==> src/rtl/bram_stream_reader.sv <==
// bram_stream_reader
// Read-side controller for a 1-cycle-latency simple-dual-port block RAM.
// A (base, count) command walks the RAM read port and the returned words are
// emitted as a valid/ready stream. A 2-entry skid buffer absorbs the RAM read
// latency, so the stream sustains one word per cycle while out_ready stays high.
//
// Handshake semantics (both cmd_* and out_*): a transfer happens on a rising
// clock edge where valid and ready are both high. A producer holding valid high
// keeps its payload stable until that edge. cmd_ready does not depend on
// cmd_valid, and out_valid does not depend on out_ready.
module bram_stream_reader #(
    parameter int DATA_WIDTH    = 16,
    parameter int ADDRESS_WIDTH = 11
) (
    input  logic                     clock,
    input  logic                     reset,
    input  logic                     cmd_valid,
    output logic                     cmd_ready,
    input  logic [ADDRESS_WIDTH-1:0] cmd_base,
    input  logic [ADDRESS_WIDTH:0]   cmd_count,
    output logic [ADDRESS_WIDTH-1:0] raddr,
    input  logic [DATA_WIDTH-1:0]    dout,
    output logic                     out_valid,
    input  logic                     out_ready,
    output logic [DATA_WIDTH-1:0]    out_data,
    output logic                     out_last,
    output logic                     busy,
    output logic [1:0]               state_debug
);

    typedef enum logic [1:0] {
        S_IDLE  = 2'd0,
        S_RUN   = 2'd1,
        S_DRAIN = 2'd2
    } state_t;

    localparam logic [ADDRESS_WIDTH-1:0] ADDR_ONE = 1;
    localparam logic [ADDRESS_WIDTH:0]   REM_ONE  = 1;

    state_t                   state_q;
    state_t                   state_next;

    logic [ADDRESS_WIDTH-1:0] addr_q;
    logic [ADDRESS_WIDTH:0]   remaining_q;
    logic [ADDRESS_WIDTH-1:0] raddr_q;
    logic                     inflight_q;
    logic                     inflight_last_q;

    // Skid buffer: entry 0 is always the head presented on out_*.
    logic [1:0]               occ_q;
    logic [DATA_WIDTH-1:0]    data0_q;
    logic [DATA_WIDTH-1:0]    data1_q;
    logic                     last0_q;
    logic                     last1_q;

    logic                     cmd_fire;
    logic                     pop;
    logic                     push;
    logic [2:0]               fill;
    logic                     issue;
    logic                     issue_last;

    // Handshakes, the no-overflow issue rule and the read address presented to the RAM.
    always_comb begin
        cmd_fire   = 1'b0;
        pop        = 1'b0;
        push       = 1'b0;
        fill       = 3'd0;
        issue      = 1'b0;
        issue_last = 1'b0;
        raddr      = raddr_q;

        cmd_fire = cmd_valid && (state_q == S_IDLE);
        pop      = (occ_q != 2'd0) && out_ready;
        push     = inflight_q;
        // Words that will be buffered after this edge if no new read were issued.
        fill     = {1'b0, occ_q} + {2'b00, inflight_q} - {2'b00, pop};
        issue    = (state_q == S_RUN) && (remaining_q != '0) && (fill < 3'd2);
        issue_last = issue && (remaining_q == REM_ONE);
        // A new address only when issuing; otherwise the RAM sees the previous one.
        if (issue) begin
            raddr = addr_q;
        end
    end

    // Next-state logic; a zero-length command is accepted but never leaves IDLE.
    always_comb begin
        state_next = state_q;
        case (state_q)
            S_IDLE: begin
                if (cmd_fire && (cmd_count != '0)) begin
                    state_next = S_RUN;
                end
            end
            S_RUN: begin
                if (issue_last) begin
                    state_next = S_DRAIN;
                end
            end
            S_DRAIN: begin
                if (pop && last0_q) begin
                    state_next = S_IDLE;
                end
            end
            default: state_next = S_IDLE;
        endcase
    end

    // State register.
    always_ff @(posedge clock or posedge reset) begin
        if (reset) begin
            state_q <= S_IDLE;
        end else begin
            state_q <= state_next;
        end
    end

    // Address walker, remaining-word counter and the one-deep in-flight tracker.
    always_ff @(posedge clock or posedge reset) begin
        if (reset) begin
            addr_q          <= '0;
            remaining_q     <= '0;
            raddr_q         <= '0;
            inflight_q      <= 1'b0;
            inflight_last_q <= 1'b0;
        end else begin
            raddr_q         <= raddr;
            inflight_q      <= issue;
            inflight_last_q <= issue_last;
            if (cmd_fire) begin
                addr_q      <= cmd_base;
                remaining_q <= cmd_count;
            end else if (issue) begin
                addr_q      <= addr_q + ADDR_ONE;
                remaining_q <= remaining_q - REM_ONE;
            end
        end
    end

    // Skid buffer: capture the RAM word one cycle after issue, shift on pop.
    always_ff @(posedge clock or posedge reset) begin
        if (reset) begin
            occ_q   <= 2'd0;
            data0_q <= '0;
            data1_q <= '0;
            last0_q <= 1'b0;
            last1_q <= 1'b0;
        end else begin
            case ({push, pop})
                2'b10: begin
                    if (occ_q == 2'd0) begin
                        data0_q <= dout;
                        last0_q <= inflight_last_q;
                    end else begin
                        data1_q <= dout;
                        last1_q <= inflight_last_q;
                    end
                    occ_q <= occ_q + 2'd1;
                end
                2'b01: begin
                    data0_q <= data1_q;
                    last0_q <= last1_q;
                    occ_q   <= occ_q - 2'd1;
                end
                2'b11: begin
                    if (occ_q == 2'd1) begin
                        data0_q <= dout;
                        last0_q <= inflight_last_q;
                    end else begin
                        data0_q <= data1_q;
                        last0_q <= last1_q;
                        data1_q <= dout;
                        last1_q <= inflight_last_q;
                    end
                end
                default: begin
                    occ_q <= occ_q;
                end
            endcase
        end
    end

    // Outputs come straight from registers.
    always_comb begin
        cmd_ready   = (state_q == S_IDLE);
        busy        = (state_q != S_IDLE);
        out_valid   = (occ_q != 2'd0);
        out_data    = data0_q;
        out_last    = last0_q;
        state_debug = state_q;
    end

endmodule
==> config.mk <==
export PLATFORM = sky130hd
export DESIGN_NAME = bram_stream_reader
export DESIGN_NICKNAME = d
export VERILOG_FILES = /design/src/rtl/bram_stream_reader.sv
export SDC_FILE = /design/constraint.sdc
export NUM_CORES = 1
export LEC_CHECK = 0
export ABC_AREA = 0
export BUFFER_PORTS_ARGS = -buffer_cell sky130_fd_sc_hd__buf_2
export CORE_ASPECT_RATIO = 1.4
export CORE_MARGIN = 1.5
export CORE_UTILIZATION = 49
export DETAILED_ROUTE_END_ITERATION = 8
export PLACE_DENSITY_LB_ADDON = 0.12
export SLEW_MARGIN = 40
export SYNTH_ARGS = -nofsm -noshare
export SYNTH_HDL_FRONTEND = slang
export SYNTH_SLANG_ARGS = --single-unit
==> constraint.sdc <==
create_clock -name clock -period 3.1 [get_ports clock]
set_input_delay 0.62 -clock clock [delete_from_list [all_inputs] [get_ports clock]]
set_output_delay 0.62 -clock clock [all_outputs]
set_load 0.005 [all_outputs]
# --- After elaboration in Yosys (flattened, before gate mapping) ---
# Cells that the tools add are included.
op_classes:
  n_eq_ne: 13
  n_addsub: 6
  n_lt_le_gt_ge: 1
  muxes: 22
  reduce_logical: 20
ops:
  columns: ["op", "n"]
  rows:
  - ["$mux 16", 4]
  - ["$pmux 16 s3", 1]
  - ["$mux 11", 3]
  - ["$pmux 16 s2", 1]
  - ["$mux 12", 2]
  - ["$reduce_bool 12->1", 2]
  - ["$eq 12x1->1 const B", 1]
  - ["$sub 12x1->12 const B", 1]
  - ["$add 11x1->11 const B", 1]
  - ["$ne 2x2->1 const B", 5]
  - ["$reduce_bool 2->1", 5]
  - ["$logic_and 1x1->1", 7]
  - ["$eq 2x1->1 const B", 3]
  - ["$eq 2x2->1 const B", 3]
  - ["$mux 2", 3]
  - ["$pmux 2 s3", 1]
  - ["$reduce_and 3->1", 2]
  - ["$logic_not 2->1", 2]
  - ["$mux 1", 4]
  - ["$pmux 2 s2", 1]
  - ["$add 2x1->3", 1]
  - ["$lt 3x2->1 const B", 1]
  - ["$pmux 1 s3", 1]
  - ["$reduce_bool 3->1", 1]
  - ["6 further kinds", 6]
totals:
  register_bits: 74
  output_inout_bits: 33
  elab_cells: 73
  input_bits: 43

# --- Longest topological paths before layout ---
# Gate-level depths: netlist (run 1).
depth:
  word_depth: 8
  mapped_depth: 15
  ltp_nobuf: 14

# --- Least setup slack after synthesis (run 1) ---
# Ideal clock, no wire load.
synth_path:
  kind: "reg-to-output"
  start: "reg occ_q[1]"
  end: "out raddr[0]"
  t_arrival_ns: 2.640
  path_stages_with_launch: 15
  setup_slack_ns: -0.160
  cell_sequence: "dfrtp_1 inv_1 ha_1 inv_1 nand2_1 nor2_1 o21ai_0 fa_1 nand3b_1 nor2_1 nand2_2 inv_2 clkbuf_1 nand2_1 nand2_1"
synth_between:
  elab_chain_len: 6
  elab_cells_between_ends: 7
  cone_classes: "add/sub (2); order compare (1); mux (1); reduce/logical (3)"
synth_rtl:
  columns: ["element", "line", "text"]
  rows:
  - ["start, declared", "50", "logic [1:0] occ_q;"]
  - ["start signal, assigned", "158", "occ_q <= occ_q + 2'd1;"]
  - ["start signal, assigned", "163", "occ_q <= occ_q - 2'd1;"]
  - ["start signal, assigned", "177", "occ_q <= occ_q;"]
  - ["$reduce_bool 2->1", null, null]
  - ["via out_valid", "23", "output logic out_valid,"]
  - ["$logic_and 1x1->1", "74", "pop = (occ_q != 2'd0) && out_ready;"]
  - ["$sub 3x1->3", "77", "fill = {1'b0, occ_q} + {2'b00, inflight_q} - {2'b00, pop};"]
  - ["$lt 3x2->1", "78", "issue = (state_q == S_RUN) && (remaining_q != '0) && (fill < 3'd2);"]
  - ["$logic_and 1x1->1", "78", null]
  - ["via issue", "60", "logic issue;"]
  - ["$mux 11", "81", "if (issue) begin"]
  - ["end, declared", "21", "output logic [ADDRESS_WIDTH-1:0] raddr,"]
# The timed path passes the listed nets, and every way through them passes these cells.

# --- Worst setup path after layout (run 1) ---
layout_path:
  start: "reg occ_q[0]"
  end: "out raddr[7]"
layout_between:
  elab_chain_len: 6
  elab_cells_between_ends: 7
  cone_classes: "add/sub (2); order compare (1); mux (1); reduce/logical (3)"
layout_rtl:
  columns: ["element", "line"]
  rows:
  - ["branches (longest 2 deep; another with $add 2x1->3)", null]
  - ["$sub 3x1->3 *", "77"]
  - ["$lt 3x2->1 *", "78"]
  - ["$logic_and 1x1->1 *", "78"]
  - ["$mux 11 *", "81"]
# Mark *: on every way between the ends.

==> results.json, run 1 <==
{
  "worst_pin_slew_ns": 0.669,
  "cts_hold_buf": 0,
  "grt_pass1_wl_um": 16000,
  "io_buffers": 75,
  "nFillCells": 485,
  "synth_ff_type": "dfrtp_1",
  "criticalPathCategory": "reg2out",
  "cp-start-kind": "flop",
  "routed-via-count": 3517,
  "final_cell_mix": "dfrtp_1, buf_2, buf_4",
  "synth_area_sq_mm": 0.00356,
  "htree_levels": 3,
  "status": "finished, violations left",
  "max-slew-margin-rel_pct": 55.3,
  "finalCriticalPeriod_ns": 3.35,
  "maxCapViolations": 0,
  "drc": 0,
  "cp-end-kind": "output port",
  "ioPinCount": 76,
  "routed_via_density": 5.74,
  "syn_avg_cell_area_sq_um": 9.91,
  "ir_drop_mv": 0.760,
  "die_h_um": 104,
  "nNetsFinal": 565,
  "crit_top_cell": "nand2_4",
  "layout-drive-gt1-share_pct": 45.6,
  "antenna_found_initial": 0,
  "dp.cells": 534,
  "rr_worst_depth": 20,
  "cts_buffer_depth": 2,
  "hpwl_um": 5730,
  "violations": "negative setup slack",
  "critPathSlowestCell": "fa_1",
  "overflow": 0,
  "ys_ff_latch": 74,
  "layout_setup_ws_ns": -0.248,
  "p_leak_nw": 2.47,
  "hold_class": "in2async",
  "finalCritPeriodShare_pct": 108,
  "crit_end": "raddr[7]",
  "root_buffer": "clkbuf_8",
  "diodes": 0,
  "critPathRequiredTime_ns": 2.48,
  "drt_iter0_markers": 204,
  "utilization_pct": 74.6,
  "dieArea_sq_mm": 0.00779,
  "cts-buffers-inserted": 9,
  "slew_violations": 0,
  "setup_viol": 12,
  "mostFrequentLayoutCell": "dfrtp_1",
  "max_freq_mhz": 299,
  "instances_no_fill": 613,
  "synthCells": 359,
  "synth_top_area_share_pct": 52.0,
  "startpoint": "occ_q[0]",
  "synth.area.top_cells": "dfrtp_1, nand2_1, mux2_2",
  "die_w_um": 75.0,
  "r2r-start": "occ_q[0]",
  "path_max_fanout": 8,
  "r2r_slack_ns": -0.09,
  "core-area_sq_mm": 0.00698,
  "power.density_mw_per_mm2": 1260,
  "synth_nets": 411,
  "drt_first_pass_iters": 4,
  "grtUsageTotal_pct": 26.9,
  "place_ws_ns": -0.00877,
  "cts_sinks": 74,
  "grt_start_max_net_pins": 46,
  "synth_cell_types": 44,
  "path_cells": "inv_2, ha_4, inv_4, nand2_4, inv_2, nor2_2, o21ai_1, fa_1, nand3b_1, nor2_4, nand2_4, buf_12, nand2_4, nand2_2, buf_2",
  "routed_wl_um": 11200,
  "cts_tree": "yes",
  "r2r_end": "out_last",
  "seqCellArea_sq_mm": 0.00185,
  "whs_ns": 0.353,
  "ys_seq_area_share_pct": 52.0,
  "critical_path_arrival_ns": 2.73,
  "start_util_pct": 51.0,
  "timing.final.hold_violations": 0,
  "wire_per_inst_um": 18.3,
  "multi_input_area_sq_mm": 0.00183,
  "cts.reportedPaths.clkPinSlew_ns": 0.09,
  "fin_skew_ns": 0.0137,
  "grt_setup_unrepaired": "true",
  "clk_latency_ns": 0.35,
  "rows": 36,
  "max_stage_delay_ns": 0.50,
  "yosysTopAreaCell": "dfrtp_1",
  "antenna_left": 0,
  "yosys_warnings": 0,
  "p_total_mw": 6.56,
  "gp_congestion": 0.825,
  "area_growth_pct": 46.4,
  "grt_pass1_vias": 3412,
  "synth-edff-count": 0,
  "ys_async_sr_fraction_pct": 100
}
==> cell usage after synthesis (3+ instances only) <==
cell type / instances
a22oi_1: 17
inv_1: 14
o311ai_0: 4
xnor2_1: 4
nor3_1: 8
or4_1: 6
nor2_1: 15
o211ai_1: 4
dfrtp_1: 74
xor2_1: 5
buf_2: 3
nand3b_1: 3
nor4_1: 5
a221o_1: 6
clkbuf_1: 11
nand3_1: 16
a21o_1: 4
mux2_2: 17
a21oi_1: 8
nand2_1: 70
o21ai_0: 31
ha_1: 8
==> critical path: cells and delay by family, from the launching register on <==
family / cells / cell delay [ns]
DFF: 1 / 0.40
buffers and inverters: 5 / 0.51
AOI/OAI and AO/OA: 1 / 0.08
adders and majority gates: 2 / 0.65
and+or+nand+nor: 7 / 0.71
==> metal layers <==
metal / vias to the layer above / track usage (%) / part of all wire (%)
met3: 38 / 5.64 / 4.5
met2: 156 / 44.8 / 54
met1: 1718 / 31.8 / 37
li1: 1605 / - / -
met5: - / 0 / 0
met4: 0 / 13.2 / 3.9
==> logic make-up (layout without fill, tap and decap cells) <==
logic type | after synthesis | in the layout | synth area share [%]
AOI/OAI and AO/OA | 82 | 82 | 15.4
xor gates and xnor gates | 9 | 9 | 2.22
adders and majority gates | 9 | 9 | 3.38
buffers and inverters | 30 | 186 | 3.38
DFF | 74 | 74 | 52.0
muxes | 17 | 17 | 5.38
and+or+nand+nor | 138 | 141 | 18.2
==> flip-flops by register name, indices dropped and copies added, names as in the netlist <==
| signal | cells |
|---|---|
| addr_q | 11 |
| data1_q | 16 |
| inflight_last_q | 1 |
| inflight_q | 1 |
| last1_q | 1 |
| occ_q | 2 |
| out_data | 16 |
| out_last | 1 |
| raddr_q | 11 |
| remaining_q | 12 |
| state_debug | 2 |
==> cell type report <==
class	count	share of cell area, %
multi-input cells	258	35.1
clock inverters	6	1.83
well taps	95	2.28
inverters	15	1.27
clock buffers	10	2.64
repair buffers	154	21.2
flip-flops and latches	74	35.5
repair inverters	1	0.120
==> power breakdown <==
group | total, mW | switching (mW) | internal, mW
logic | 3.88 | 1.90 | 1.98
clock network | 0.889 | 0.404 | 0.486
registers | 1.79 | 0.380 | 1.41
total | 6.56 | 2.68 | 3.88
==> repair_timing <==
item,CTS,global route
pin swaps,24,15
resized for setup,40,62
endpoints found under the setup margin,11,50
hold endpoints to repair,0,0
buffers inserted,61,9
cloned,1,6
==> how the worst min path moves through the flow <==
stage,endpoint,slack [ns],cells after the start
floorplan,raddr_q[10],0.46,2
global placement,raddr_q[2],0.46,2
detailed placement,raddr_q[7],0.46,2
CTS,raddr_q[5],0.37,2
global route,raddr_q[7],0.40,2
finish,raddr_q[7],0.35,2
==> through the flow <==
step           setup TNS [ns]  cell area, sq um
2_1_floorplan               0              3570
3_3_place_gp                0              4170
3_5_place_dp         -0.00877              4170
4_1_cts                 -5.05              4980
5_1_grt                 -4.60              5210
6_report                -2.36              5210
No activity file was read; power rests on OpenSTA's default activity.
==> inputs of run 2 (changes only) <==
--- a/config.mk
+++ b/config.mk
@@ -7,11 +7,13 @@
 export LEC_CHECK = 0
 export ABC_AREA = 0
 export BUFFER_PORTS_ARGS = -buffer_cell sky130_fd_sc_hd__buf_2
+export CAP_MARGIN = 20
 export CORE_ASPECT_RATIO = 1.4
 export CORE_MARGIN = 1.5
 export CORE_UTILIZATION = 49
 export DETAILED_ROUTE_END_ITERATION = 8
 export PLACE_DENSITY_LB_ADDON = 0.12
+export RECOVER_POWER = 25
 export SLEW_MARGIN = 40
 export SYNTH_ARGS = -nofsm -noshare
 export SYNTH_HDL_FRONTEND = slang
==> run 2 against run 1 <==
  * The run still ends with negative setup slack left
  * Critical path depth is the same
  * Count of clock-buffer cells in the layout is the same
  * Clock skew grew 0.00087 ns
  * Combinational power is essentially flat
==> results.json, run 2 (synthesis results as in run 1) <==
{
  "cts_hold_buf": 0,
  "status": "finished, violations left",
  "cp-end-kind": "output port",
  "htree_levels": 3,
  "antenna_found_initial": 0,
  "wire_per_inst_um": 18.3,
  "critPathSlowestCell": "fa_1",
  "setup_viol": 12,
  "power.density_mw_per_mm2": 1260,
  "drt_first_pass_iters": 5,
  "slew_violations": 0,
  "criticalPathCategory": "reg2out",
  "finalCriticalPeriod_ns": 3.35,
  "cp_num_buf_inv": 5,
  "timing.final.hold_violations": 0,
  "ir_drop_mv": 0.759,
  "cts.reportedPaths.clkPinSlew_ns": 0.09,
  "whs_ns": 0.474,
  "routed-via-count": 3501,
  "dieArea_sq_mm": 0.00779,
  "multi_input_area_sq_mm": 0.00183,
  "grt_start_max_net_pins": 46,
  "gp_congestion": 0.825,
  "cp-start-kind": "flop",
  "rows": 36,
  "ioPinCount": 76,
  "utilization_pct": 74.4,
  "layout-drive-gt1-share_pct": 45.4,
  "grt_pass1_vias": 3412,
  "critical_path_arrival_ns": 2.73,
  "path_cells": "inv_2, ha_4, inv_4, nand2_4, inv_2, nor2_2, o21ai_1, fa_1, nand3b_1, nor2_4, nand2_4, buf_12, nand2_4, nand2_2, buf_2",
  "fin_skew_ns": 0.0146,
  "antenna_left": 0,
  "cts-buffers-inserted": 9,
  "grt_setup_unrepaired": "true",
  "root_buffer": "clkbuf_8",
  "nNetsFinal": 565,
  "final.setup.tns_ns": -2.34,
  "routed_wl_um": 11200,
  "mostFrequentLayoutCell": "dfrtp_1",
  "hold_class": "in2reg",
  "violations": "negative setup slack",
  "overflow": 0,
  "io_buffers": 75,
  "grtUsageTotal_pct": 26.9,
  "cts_buffer_depth": 2,
  "p_leak_nw": 2.46,
  "crit_top_cell": "nand2_4",
  "area_growth_pct": 46.0,
  "cts_sinks": 74,
  "drt_iter0_markers": 208,
  "drc": 0,
  "seqCellArea_sq_mm": 0.00185,
  "diodes": 0,
  "final_cell_mix": "dfrtp_1, buf_2, buf_4",
  "clk_latency_ns": 0.35,
  "nFillCells": 487,
  "cts_tree": "yes",
  "critPathTopFamily": "simple AND/OR/NAND/NOR gates",
  "max_stage_delay_ns": 0.51,
  "path_max_fanout": 8,
  "core-area_sq_mm": 0.00698,
  "hpwl_um": 5730,
  "die_h_um": 104,
  "layout_setup_ws_ns": -0.247,
  "max_freq_mhz": 299,
  "start_util_pct": 51.0,
  "die_w_um": 75.0,
  "grt_pass1_wl_um": 16000,
  "maxCapViolations": 0,
  "critPathRequiredTime_ns": 2.48,
  "routed_via_density": 5.71,
  "worst_pin_slew_ns": 1.12,
  "max-slew-margin-rel_pct": 25.2,
  "finalCritPeriodShare_pct": 108,
  "p_total_mw": 6.55
}
## run 2: power by group
group / total, mW / switching (mW) / internal, mW / leakage, nW
logic: 3.88 / 1.90 / 1.98 / 1.43
registers: 1.79 / 0.380 / 1.41 / 0.919
clock network: 0.888 / 0.402 / 0.486 / 0.118
## run 2: per-layer routing
layer | part of all wire [%] | GRT usage [%] | vias to the layer above
li1 | - | - | 1605
met1 | 37 | 31.8 | 1708
met2 | 54 | 44.8 | 156
met3 | 4.6 | 5.64 | 32
met4 | 3.8 | 13.2 | 0
met5 | 0 | 0 | -
## run 2: final cells by class
cell class | instances | area share [%]
clock buffers | 10 | 2.65
inverters | 15 | 1.28
repair inverters | 1 | 0.120
well taps | 95 | 2.29
repair buffers | 154 | 21.0
flip-flops and latches | 74 | 35.6
multi-input cells | 258 | 35.2
clock inverters | 6 | 1.83
## run 2: timing repair
action,4_1_cts,5_1_grt
hold endpoints to repair,0,0
endpoints found under the setup margin,11,50
cloned,1,6
resized for setup,40,62
pin swaps,24,15
buffers inserted,61,9
## run 2: stage by stage
step	worst slack (ns)	std cells	instance area [sq um]
global route	-0.354	613	5190
CTS	-0.223	612	4980
finish	-0.247	613	5190
detailed placement	-0.00877	534	4170
floorplan	0.0355	359	3570
global placement	0.0461	534	4170
## run 2: final timing paths
kind,start,end,slack [ns],cells past startpoint
min in group asynchronous,reset,raddr_q[7],0.54,2
min reg2reg,out_data[14],out_data[14],0.48,2
max reg2reg,occ_q[0],out_last,-0.06,20
min,cmd_base[5],addr_q[5],0.47,3
max in group asynchronous,reset,remaining_q[2],0.90,3
max,occ_q[0],raddr[7],-0.25,15
## run 2: worst reg2reg max path: cells and delay by family, from the launching register on
family / cells / cell delay (ns)
AOI/OAI and AO/OA: 3 / 0.63
adders and majority gates: 2 / 0.34
buffers and inverters: 14 / 1.62
DFF: 1 / 0.40
and+or+nand+nor: 1 / 0.07
